<file path="src/rtl/ps2_mouse_pkt.sv">
// PS/2 mouse receiver: filters the device clock, deframes 11-bit frames and
// assembles 3-byte stream packets into a toggling-strobe 25-bit MOUSE word.
module ps2_mouse_pkt #(
    parameter int FILT   = 8,
    parameter int BIT_TO = 10740,
    parameter int PKT_TO = 107400
) (
    input  logic        CLK,
    input  logic        RESET,
    input  logic        PS2_CLK,
    input  logic        PS2_DATA,
    output logic [24:0] MOUSE,
    output logic [7:0]  ERR_CNT
);

    localparam int FW = $clog2(FILT + 1);
    localparam int TW = $clog2(BIT_TO + 1);
    localparam int PW = $clog2(PKT_TO + 1);

    typedef enum logic [1:0] {IDLE, DATA, PARITY, STOP} state_t;

    logic [1:0]    clk_sync;
    logic [1:0]    data_sync;
    logic          clk_s;
    logic          data_s;
    logic          filt_clk;
    logic [FW-1:0] filt_cnt;
    logic          strobe;

    state_t        state;
    logic [2:0]    bit_idx;
    logic [7:0]    shift;
    logic          par_bit;
    logic [TW-1:0] bit_tmr;
    logic [PW-1:0] pkt_tmr;
    logic [1:0]    byte_idx;
    logic [7:0]    status_q;
    logic [7:0]    dx_q;

    logic          byte_done;
    logic          frame_ok;
    logic          sync_bad;
    logic          timeout;
    logic          err_ev;
    logic          good_byte;
    logic [7:0]    dx_sat;
    logic [7:0]    dy_sat;

    assign clk_s  = clk_sync[1];
    assign data_s = data_sync[1];

    // Filtered clock only moves after FILT consecutive samples disagree with it;
    // strobe is a one-cycle pulse on each accepted falling transition.
    always_ff @(posedge CLK or posedge RESET) begin
        if (RESET) begin
            clk_sync  <= 2'b11;
            data_sync <= 2'b11;
            filt_clk  <= 1'b1;
            filt_cnt  <= '0;
            strobe    <= 1'b0;
        end else begin
            clk_sync  <= {clk_sync[0], PS2_CLK};
            data_sync <= {data_sync[0], PS2_DATA};
            strobe    <= 1'b0;
            if (clk_s == filt_clk) begin
                filt_cnt <= '0;
            end else if (filt_cnt == FW'(FILT - 1)) begin
                filt_clk <= clk_s;
                filt_cnt <= '0;
                strobe   <= ~clk_s;
            end else begin
                filt_cnt <= filt_cnt + 1'b1;
            end
        end
    end

    always_comb begin
        byte_done = strobe && (state == STOP);
        frame_ok  = data_s && (^{shift, par_bit});
        sync_bad  = (byte_idx == 2'd0) && !shift[3];
        timeout   = (state != IDLE) && !strobe && (bit_tmr == TW'(BIT_TO - 1));
        err_ev    = timeout || (byte_done && (!frame_ok || sync_bad));
        good_byte = byte_done && frame_ok && !sync_bad;
        // Overflowed axes clamp to the 8-bit extreme matching their sign.
        dx_sat    = status_q[6] ? (status_q[4] ? 8'h00 : 8'hFF) : dx_q;
        dy_sat    = status_q[7] ? (status_q[5] ? 8'h00 : 8'hFF) : shift;
    end

    always_ff @(posedge CLK or posedge RESET) begin
        if (RESET) begin
            state    <= IDLE;
            bit_idx  <= '0;
            shift    <= '0;
            par_bit  <= 1'b0;
            bit_tmr  <= '0;
            pkt_tmr  <= '0;
            byte_idx <= '0;
            status_q <= '0;
            dx_q     <= '0;
            MOUSE    <= '0;
            ERR_CNT  <= '0;
        end else begin
            if (strobe || state == IDLE) bit_tmr <= '0;
            else                         bit_tmr <= bit_tmr + 1'b1;

            if (err_ev && ERR_CNT != 8'hFF) ERR_CNT <= ERR_CNT + 1'b1;

            if (strobe) begin
                case (state)
                    IDLE: begin
                        if (!data_s) begin
                            state   <= DATA;
                            bit_idx <= '0;
                        end
                    end
                    DATA: begin
                        shift   <= {data_s, shift[7:1]};
                        bit_idx <= bit_idx + 1'b1;
                        if (bit_idx == 3'd7) state <= PARITY;
                    end
                    PARITY: begin
                        par_bit <= data_s;
                        state   <= STOP;
                    end
                    default: state <= IDLE;
                endcase
            end else if (timeout) begin
                state <= IDLE;
            end

            // Any error discards the partial packet; a stale packet times out silently.
            if (err_ev) begin
                byte_idx <= '0;
                pkt_tmr  <= '0;
            end else if (good_byte) begin
                pkt_tmr <= '0;
                case (byte_idx)
                    2'd0: begin
                        status_q <= shift;
                        byte_idx <= 2'd1;
                    end
                    2'd1: begin
                        dx_q     <= shift;
                        byte_idx <= 2'd2;
                    end
                    default: begin
                        MOUSE    <= {~MOUSE[24], dy_sat, dx_sat, status_q};
                        byte_idx <= 2'd0;
                    end
                endcase
            end else if (byte_idx != 2'd0) begin
                if (pkt_tmr == PW'(PKT_TO - 1)) begin
                    byte_idx <= '0;
                    pkt_tmr  <= '0;
                end else begin
                    pkt_tmr <= pkt_tmr + 1'b1;
                end
            end
        end
    end

endmodule

</file>
<file path="config.mk">
export PLATFORM = sky130hd
export DESIGN_NAME = ps2_mouse_pkt
export DESIGN_NICKNAME = d
export VERILOG_FILES = /design/src/rtl/ps2_mouse_pkt.sv
export SDC_FILE = /design/constraint.sdc
export NUM_CORES = 1
export LEC_CHECK = 0
export BUFFER_PORTS_ARGS = -buffer_cell sky130_fd_sc_hd__buf_2
export CORE_MARGIN = 8
export CORE_UTILIZATION = 64
export DETAILED_ROUTE_END_ITERATION = 10
export PLACE_DENSITY = 0.83
export SETUP_SLACK_MARGIN = 0.1
export SLEW_MARGIN = 20
export SYNTH_ARGS = -nofsm -noshare
export SYNTH_HDL_FRONTEND = slang
export SYNTH_SLANG_ARGS = --single-unit
</file>
<file path="constraint.sdc">
create_clock -name CLK -period 8.5 [get_ports CLK]
set_clock_uncertainty 0.05 [all_clocks]
set_input_delay 0.85 -clock CLK [delete_from_list [all_inputs] [get_ports CLK]]
set_output_delay 0.85 -clock CLK [all_outputs]
set_load 0.1 [all_outputs]
</file>
==> parameters.txt <==
Parameter                              Value

Clock tree
  Quantity of gates resized following cts ... 0
  TritonCTS buffer count ... 9
  Post-CTS clock slew at the launch and capture registers of the worst setup and hold paths ... 100 ps
  Skew-Pair Late Insertion Delay ... 370 ps
  Clock sink count ... 106
  Post CTS Setup Buffer Count ... 0
  Worst-case clock buffer depth ... 2
  H-tree levels ... 3
  Quantity of hold-fixing buffers added after cts ... 0
  Clock tree from TritonCTS ... done
  CTS root buffer ... sky130_fd_sc_hd__clkbuf_8

Power
  P per Cell Area ... 165.9 nW/um^2
  Maximum vdd ir drop ... 106.7 uV
  Leakage power of the design ... 2.586 nW

Placement
  Post-placement cell count ... 543
  Buffers added on ports ... 36
  Routability congestion estimate from global placement ... 0.7709
  Detailed placer's ending HPWL ... 6117 microns
  Post-place instance area ... 5049 sq um

Detailed routing
  Via Count ... 3131
  Routed wire length ... 8573 microns
  Iteration count of the initial detailed-routing pass ... 6
  Average detailed-routed wire length per instance ... 15.34 microns
  Via-to-Cell Ratio ... 5.601
  Count of unresolved DRC violations after routing ... 0
  Post-DRT Antenna Nets ... 0
  DRT iter0 DRCs ... 212

Layout
  Share of layout cells above drive strength 1 ... 23.70%
  Diodes inserted ... 0
  Final Instance Area ... 5256 sq um
  Final net count ... 470
  Area Overhead vs Synth ... 9.801%
  Final Non-Filler Cells ... 559
  Utilization after layout ... 72.47%

Timing
  Final worst path period need ... 2869 ps
  Peak clock frequency supported by timing ... 348.6 MHz
  Final max-slew violation count ... 0
  Slew Limit Headroom ... 40.55%
  Hold Worst Slack ... 312.0 ps
  Setup repair after global routing missed its margin ... no
  Post-Route Setup TNS ... 0 ps
  Slew of the pin with the lowest slew margin ... 889.6 ps
  Number of endpoints with negative hold slack in the final report ... 0
  Share of the clock period used by the worst path after layout ... 33.75%
  Final setup violation count ... 0

Die
  Die Footprint ... 10500 sq um
  Die H ... 102.5 microns
  Number of placement rows ... 31
  Die Wd ... 102.5 microns
  Initial standard-cell utilization of the core ... 66.00%
  # IOs ... 37
  Floorplan Core Area ... 7253 sq um

Yosys
  Largest area contributor in the synthesized netlist ... sky130_fd_sc_hd__dfrtp_1
  Most used DFF post-synth ... sky130_fd_sc_hd__dfrtp_1
  Warning count from the yosys run ... 0
  Netlist area before placement ... 4787 sq um
  Cell variety after synth ... 48
  Leading cell types by count after synthesis ... sky130_fd_sc_hd__dfrtp_1 (101), sky130_fd_sc_hd__nor2_1 (42), sky130_fd_sc_hd__mux2_2 (37)
  Post-synthesis sequential area ratio ... 55.54%
  Mean cell area of the mapped netlist ... 11.45 sq um
  Area share of the leading cell type in the synthesized netlist ... 52.80%
  Synthesis-stage register bit count ... 106
  Number of enable flip-flop cells after synthesis ... 0
  Top-count cell post-synth ... sky130_fd_sc_hd__dfrtp_1
  Gate Count Post-Synth ... 418
  Fraction of registers with async set/reset ... 100.0%
  Top area cells in the synthesized netlist ... sky130_fd_sc_hd__dfrtp_1 (53%), sky130_fd_sc_hd__mux2_2 (8.7%), sky130_fd_sc_hd__xnor2_1 (4.6%)
  Syn nets ... 433

Critical path
  Launching element type of the critical path ... flip-flop
  CP Data Required Time ... 8700 ps
  Type of destination of the critical path ... flip-flop
  WP data arrival ... 3070 ps
  Register-to-register setup slack ... 5630 ps
  Kind of critical path ... flip-flop to flip-flop
  Crit Path Max Fanout ... 33

Global route
  Overall overflow remaining after global route ... 0
  Antenna violations before repair ... 0
  Global-route wire length before repair ... 14770 microns
  Met1 global-route usage ... 22.58%
  Busiest metal layer after global routing ... met2
  Met2 track demand over resource in global routing ... 29.07%
  Pin count of the biggest net entering global routing ... 55
  Via count of the first global-routing pass ... 3194
  Met3 capacity usage during global routing ... 3.951%
  Global routing usage summed across all routing layers ... 17.73%

Status
  Result of the run ... finished, final reports clean

Flow run
  Reported max-cap violation count ... 0

Worst hold path
  Path category of the worst min-delay check ... flip-flop to flip-flop
critical path, stage by stage (launching register included):
cell and delay, ps:
sky130_fd_sc_hd__dfrtp_1 450, sky130_fd_sc_hd__xnor2_1 190, sky130_fd_sc_hd__xnor3_1 450, sky130_fd_sc_hd__xnor2_2 260
sky130_fd_sc_hd__nand4_2 730, sky130_fd_sc_hd__mux2_1 600
worst paths after layout:
path,from,end,cells past startpoint
worst max register to register,shift[3],MOUSE[1],5
worst min register to register,data_sync[0],data_sync[1],0
worst max-delay path,shift[3],MOUSE[1],5
max in group asynchronous,RESET,bit_idx[1],3
worst min-delay path,data_sync[0],data_sync[1],0
min in group asynchronous,RESET,pkt_tmr[8],2
cells in the final DEF, fill, tap and decap left out, drive strengths merged, types with 2 or more instances in the layout:
master / synthesis / layout
nand4: 11 / 11
nor2: 42 / 42
or2: 2 / 2
nand3: 20 / 20
and3: 6 / 6
nand2b: 4 / 4
xnor2: 26 / 26
a22o: 2 / 2
dfstp: 5 / 5
buf: 5 / 37
a31o: 2 / 2
inv: 18 / 21
dfrtp: 101 / 101
clkbuf: 6 / 10
xor2: 15 / 15
clkinv: 0 / 2
nor4bb: 2 / 2
ha: 11 / 11
o21ai: 30 / 30
mux2: 44 / 44
and2: 4 / 4
and4: 2 / 2
nor4b: 3 / 3
nor3: 7 / 7
nand2: 30 / 30
a21oi: 6 / 6
routing by layer:
metal	share of wire, %	routed length [microns]
met1	46	3986
met2	48	4093
met3	4.9	417
met4	0.89	76
met5	0	0
power breakdown:
group / internal [W] / switching [W] / leakage, nW
logic: 0.0000114 / 0.0000182 / 1.02
registers: 0.000515 / 0.00000707 / 1.46
clock network: 0.000148 / 0.000173 / 0.108
registers in the layout, summed over array words and instances (netlist names), 4 cells and up:
| register | flops |
|---|---|
| ERR_CNT | 8 |
| status_q | 8 |
| dx_q | 8 |
| bit_tmr | 14 |
| shift | 8 |
| MOUSE | 25 |
| filt_cnt | 4 |
| pkt_tmr | 17 |
cells by family after synthesis:
| family | Yosys count | share of synthesized area, % |
|---|---|---|
| xor gates and xnor gates | 42 | 8.129 |
| and+or+nand+nor | 140 | 14.77 |
| DFF | 106 | 55.54 |
| buffers and inverters | 29 | 2.509 |
| adders and majority gates | 11 | 2.875 |
| AOI/OAI and AO/OA | 46 | 5.437 |
| muxes | 44 | 10.74 |
layout make-up:
type / instances / area (sq um)
clock inverters: 6 / 70.07
flip-flops and latches: 106 / 2659
multi-input cells: 283 / 2008
fillers: 522 / 1997
clock buffers: 10 / 137.6
well taps: 99 / 123.9
repair buffers: 37 / 187.7
inverters: 18 / 70.07
per-stage QoR:
step / worst slack [ps] / total power, W
6_report: 5631 / 0.0008718
5_1_grt: 5420 / 0.0009053
4_1_cts: 5610 / 0.0008781
3_5_place_dp: 5608 / 0.0005624
3_3_place_gp: 5758 / 0.0005599
2_1_floorplan: 4819 / 0.0005536
(Power assumes the default switching activity.)
